--- config.mk ---
export PLATFORM = sky130hd
export DESIGN_NAME = instr_fetch
export DESIGN_NICKNAME = d
export VERILOG_FILES = /design/src/rtl/instr_fetch_pkg.sv /design/src/rtl/fetch_fifo.sv /design/src/rtl/instr_fetch.sv
export SDC_FILE = /design/constraint.sdc
export NUM_CORES = 1
export LEC_CHECK = 0
export ABC_CLOCK_PERIOD_IN_PS = 5400
export BUFFER_PORTS_ARGS = -buffer_cell sky130_fd_sc_hd__buf_2
export CORE_MARGIN = 2
export CORE_UTILIZATION = 45
export DETAILED_ROUTE_END_ITERATION = 12
export GPL_ROUTABILITY_DRIVEN = 0
export PLACE_DENSITY = 0.69
export SYNTH_ARGS = -nofsm -noshare
export SYNTH_HDL_FRONTEND = slang
export SYNTH_SLANG_ARGS = --single-unit
export TNS_END_PERCENT = 5
--- constraint.sdc ---
create_clock -name clk -period 5.4 [get_ports clk]
set_clock_uncertainty 0.2 [all_clocks]
set_input_delay 1.08 -clock clk [delete_from_list [all_inputs] [get_ports clk]]
set_output_delay 1.08 -clock clk [all_outputs]
set_load 0.05 [all_outputs]
--- src/rtl/instr_fetch_pkg.sv ---
// Shared fetch constants, the FIFO entry payload and a small alignment helper.
package instr_fetch_pkg;

  localparam int unsigned XLEN       = 32;
  localparam int unsigned FIFO_DEPTH = 2;

  localparam logic [XLEN-1:0] PC_INC = XLEN'(4);

  typedef struct packed {
    logic [XLEN-1:0] pc;
    logic [XLEN-1:0] instr;
  } fetch_entry_t;

  localparam int unsigned ENTRY_W = $bits(fetch_entry_t);

  function automatic logic pc_aligned(input logic [1:0] lsbs);
    return lsbs == 2'b00;
  endfunction

endpackage

--- src/rtl/fetch_fifo.sv ---
// Small synchronous FIFO with flush; a pop in the flush cycle still completes.
module fetch_fifo #(
  parameter int unsigned WIDTH = 64,
  parameter int unsigned DEPTH = 2
) (
  input  logic                         clk,
  input  logic                         rst,
  input  logic                         flush,
  input  logic                         push,
  input  logic [WIDTH-1:0]             push_data,
  input  logic                         pop,
  output logic [WIDTH-1:0]             head_data,
  output logic [$clog2(DEPTH+1)-1:0]   count
);

  localparam int unsigned PTR_W = (DEPTH > 1) ? $clog2(DEPTH) : 1;
  localparam int unsigned CNT_W = $clog2(DEPTH + 1);

  logic [WIDTH-1:0] mem_q [DEPTH];
  logic [PTR_W-1:0] wr_ptr_q, wr_ptr_d;
  logic [PTR_W-1:0] rd_ptr_q, rd_ptr_d;
  logic [CNT_W-1:0] count_q, count_d;

  function automatic logic [PTR_W-1:0] ptr_inc(input logic [PTR_W-1:0] p);
    return (p == PTR_W'(DEPTH - 1)) ? '0 : p + PTR_W'(1);
  endfunction

  always_comb begin
    wr_ptr_d = wr_ptr_q;
    rd_ptr_d = rd_ptr_q;
    count_d  = count_q;
    if (flush) begin
      wr_ptr_d = '0;
      rd_ptr_d = '0;
      count_d  = '0;
    end else begin
      if (push) wr_ptr_d = ptr_inc(wr_ptr_q);
      if (pop)  rd_ptr_d = ptr_inc(rd_ptr_q);
      count_d = count_q + CNT_W'(push) - CNT_W'(pop);
    end
  end

  always_ff @(posedge clk) begin
    if (rst) begin
      wr_ptr_q <= '0;
      rd_ptr_q <= '0;
      count_q  <= '0;
    end else begin
      wr_ptr_q <= wr_ptr_d;
      rd_ptr_q <= rd_ptr_d;
      count_q  <= count_d;
    end
  end

  // Storage is deliberately left unreset; only the pointers define validity.
  always_ff @(posedge clk) begin
    if (push && !flush) mem_q[wr_ptr_q] <= push_data;
  end

  assign head_data = mem_q[rd_ptr_q];
  assign count     = count_q;

endmodule

--- src/rtl/instr_fetch.sv ---
// Instruction fetch: PC register, 2-entry {pc, instr} buffer, FETCH/HALT control.
module instr_fetch
  import instr_fetch_pkg::*;
#(
  parameter logic [XLEN-1:0] RESET_PC = 32'h0000_0000
) (
  input  logic            clk,
  input  logic            rst,
  output logic [XLEN-1:0] rom_addr,
  input  logic [XLEN-1:0] rom_data,
  input  logic            redirect_valid,
  input  logic [XLEN-1:0] redirect_target,
  output logic            if_valid,
  input  logic            if_ready,
  output logic [XLEN-1:0] if_instr,
  output logic [XLEN-1:0] if_pc,
  output logic            fetch_fault
);

  localparam int unsigned CNT_W = $clog2(FIFO_DEPTH + 1);

  typedef enum logic {
    ST_FETCH = 1'b0,
    ST_HALT  = 1'b1
  } state_e;

  state_e          state_q, state_d;
  logic [XLEN-1:0] pc_q, pc_d;
  logic            fault_q, fault_d;
  logic            push, flush, transfer;
  logic [CNT_W-1:0] fifo_count;
  fetch_entry_t    push_entry, head_entry;

  assign transfer   = if_valid & if_ready;
  assign push_entry = '{pc: pc_q, instr: rom_data};

  // A redirect always flushes and never pushes; a full buffer pushes only if the head leaves.
  always_comb begin
    state_d = state_q;
    pc_d    = pc_q;
    fault_d = fault_q;
    push    = 1'b0;
    flush   = 1'b0;
    unique case (state_q)
      ST_FETCH: begin
        if (redirect_valid) begin
          flush = 1'b1;
          if (pc_aligned(redirect_target[1:0])) begin
            pc_d = redirect_target;
          end else begin
            state_d = ST_HALT;
            fault_d = 1'b1;
          end
        end else if ((fifo_count < CNT_W'(FIFO_DEPTH)) || transfer) begin
          push = 1'b1;
          pc_d = pc_q + PC_INC;
        end
      end
      ST_HALT: ;
    endcase
  end

  always_ff @(posedge clk) begin
    if (rst) begin
      state_q <= ST_FETCH;
      pc_q    <= RESET_PC;
      fault_q <= 1'b0;
    end else begin
      state_q <= state_d;
      pc_q    <= pc_d;
      fault_q <= fault_d;
    end
  end

  fetch_fifo #(
    .WIDTH (ENTRY_W),
    .DEPTH (FIFO_DEPTH)
  ) u_fifo (
    .clk       (clk),
    .rst       (rst),
    .flush     (flush),
    .push      (push),
    .push_data (push_entry),
    .pop       (transfer),
    .head_data (head_entry),
    .count     (fifo_count)
  );

  assign rom_addr    = pc_q;
  assign if_valid    = (fifo_count != '0);
  assign if_pc       = head_entry.pc;
  assign if_instr    = head_entry.instr;
  assign fetch_fault = fault_q;

endmodule

==> flow_summary.json <==
{
  "outcome": "complete, no violations",
  "layout_setup_ws_ns": 1.701,
  "totalPowerFinal_mw": 3.333,
  "synth_most_common_cell": "edfxtp_1",
  "area.sequential_um2": 4628,
  "pre_cts_ws_ns": 1.258,
  "min_period_ns": 3.699,
  "postCtsSetupBuffers": 0,
  "fin_crit_sh_pct": 68.49,
  "post_dp_cell_area_um2": 7949,
  "routed-wl-met3_mm": 1.067,
  "synthTopCellsByCount": "edfxtp_1 (128), mux2_2 (64), dfxtp_1 (39), nand2_1 (32), nor2_1 (32)",
  "diodes": 0,
  "cp_cell_sequence": "buf_2 > inv_1 > o211ai_1 > buf_4 > nor2_4 > buf_4",
  "clkTransAtPathRegs_ns": 0.06,
  "drc_errors": 0,
  "worst_slew_pin_slew_ns": 1.254,
  "yosysSeqAreaShare_pct": 66.85,
  "setup_viol": 0,
  "start_util_pct": 45.85,
  "layout.cells.non_filler": 866,
  "synth.top_cells.by_area": "edfxtp_1 (56%), dfxtp_1 (11%), mux2_2 (10%)",
  "die_h_um": 128.0,
  "startpoint_type": "input port",
  "r2r-start": "rom_addr[2]",
  "drv_cap": 0,
  "cts-buffers-inserted": 17,
  "pwr-share-comb_pct": 16.4,
  "die_area_um2": 16380,
  "syn-num-nets": 571,
  "syn_inst": 501,
  "htreeDepth": 4,
  "fill_cells": 1259,
  "wire_per_inst_um": 17.62,
  "finalNetCount": 735,
  "rows": 45,
  "max_clock_freq_mhz": 270.4,
  "cts_resized": 0,
  "synth-async-reset-ratio_pct": 0,
  "clkPwrFrac_pct": 37.8,
  "rsz0062_at_grt": "no",
  "crit_type": "in -> reg",
  "synth_ff_type": "edfxtp_1",
  "startpoint": "redirect_valid",
  "antenna_left": 0,
  "drt-total-wl_mm": 15.26,
  "synth-edff-count": 128,
  "cp_common_cell": "buf_4",
  "critPathMaxStageDelay_ns": 0.63,
  "die_x_um": 128.0,
  "cts_tree": "built",
  "fin_util_pct": 56.84,
  "core_area_um2": 15090,
  "clock-sinks": 167,
  "syn_to_final_growth_pct": 23.98,
  "hold_buffers": 0,
  "detail_route.iter0.violations": 420,
  "grt_pass1_vias": 4636,
  "dpl.hpwl_mm": 10.00,
  "synth_top_area_share_pct": 55.56,
  "hold_class": "reg -> reg",
  "vias_per_cell": 5.589,
  "internal_power_mw": 2.398,
  "irDropWorstVdd_mv": 0.2239,
  "ys_types": 54,
  "fin_setup_tns_ns": 0,
  "cp.required_ns": 5.25,
  "highest_layer": "met4",
  "dr.pass1.iters": 5,
  "end_kind": "flop",
  "clock_latency_ns": 0.42,
  "worstHoldStart": "fetch_fault",
  "place.port_buffers": 165,
  "grt_max_degree": 65,
  "swShare_pct": 28.04,
  "power_density_nw_per_um2": 388.6,
  "wl_met1_mm": 6.630,
  "syn_area_um2": 6918,
  "synth_area_leader_cell": "edfxtp_1",
  "crit_arrival_ns": 3.55,
  "layout-drive-gt1-share_pct": 41.74,
  "crit_fanout": 63,
  "leakage_nw": 3.262,
  "antenna_found_initial": 0,
  "overflow": 0,
  "io_pins": 166,
  "hold_slack_ns": 0.2588,
  "p_switching_mw": 0.9346,
  "seqPwrFrac_pct": 45.8,
  "ys_seq_elements": 167,
  "grt.total_usage_pct": 18.81,
  "wl_met2_mm": 7.271,
  "stdcell_area_um2": 8577,
  "final_hold_viol_count": 0,
  "dp_cells": 834,
  "clk_path_buf_depth": 2,
  "ff2ff_setup_slack_ns": 2.57,
  "relSlewSlack_pct": 16.43,
  "cpMaxStageDelayCell": "buf_4",
  "grt_pass1_wl_mm": 23.55,
  "avgSynthCellArea_um2": 13.81,
  "num_vias": 4840,
  "root_buffer": "clkbuf_16",
  "drv_slew": 0,
  "multiInputGateArea_um2": 2185,
  "yosysWarnings": 0
}
-- critical path: cells and delay by family --
kind,cells,cell delay (ns)
and+or+nand+nor,1,0.50
buffers and inverters,4,1.59
AOI/OAI and AO/OA,1,0.34
-- logic make-up (layout without fill, tap and decap cells) --
family	Yosys count	after routing	share of synthesized area (%)
xor gates and xnor gates	4	4	0.5065
and+or+nand+nor	138	138	11.05
buffers and inverters	35	212	1.899
muxes	67	67	10.85
adders and majority gates	2	2	0.3617
AOI/OAI and AO/OA	88	88	8.483
DFF	167	167	66.85
-- power by group through the flow --
stage / Sequential, mW / Clock (mW) / Combinational [mW]
floorplan: 1.58 / 0 / 0.373
global placement: 1.55 / 0 / 0.539
detailed placement: 1.55 / 0 / 0.546
CTS: 1.53 / 1.29 / 0.548
global route: 1.54 / 1.35 / 0.575
finish: 1.53 / 1.26 / 0.545
-- final timing paths --
kind,endpoint,depth (start not counted)
max,u_fifo.mem_q[1][15],6
min,fetch_fault,2
max reg2reg,rom_addr[22],6
min reg2reg,fetch_fault,2
-- registers in the layout, summed over array words and instances (netlist names), named ones only --
name / count
u_fifo.mem_q: 128
rom_addr: 32
u_fifo.count: 2
fetch_fault: 1
state_q: 1
u_fifo.rd_ptr_q: 1
u_fifo.wr_ptr_q: 1
-- area by class of cell --
| type | count | area share [%] |
|---|---|---|
| inverters | 10 | 0.4376 |
| clock buffers | 18 | 5.004 |
| repair buffers | 170 | 10.07 |
| flip-flops and latches | 167 | 53.96 |
| clock inverters | 14 | 2.319 |
| multi-input cells | 299 | 25.47 |
| well taps | 188 | 2.743 |
-- per-layer routing --
layer | vias to the layer above | GRT usage, %
met2 | 194 | 30.42
met4 | 0 | 7.304
met1 | 2344 | 24.40
li1 | 2275 | -
met5 | - | 0
met3 | 27 | 4.925
-- cell usage in the layout (no fill, tap or decap), types with 6 or more instances in the layout --
cell	count
mux2_2	64
and3_1	8
clkbuf_16	17
nand2_1	32
edfxtp_1	128
nand3_1	13
nor2_1	30
inv_1	10
dfxtp_1	38
a21oi_1	22
or4_1	6
o21ai_0	17
a31oi_1	8
buf_2	165
nand4_1	8
Power figures use the tool's default switching activity.
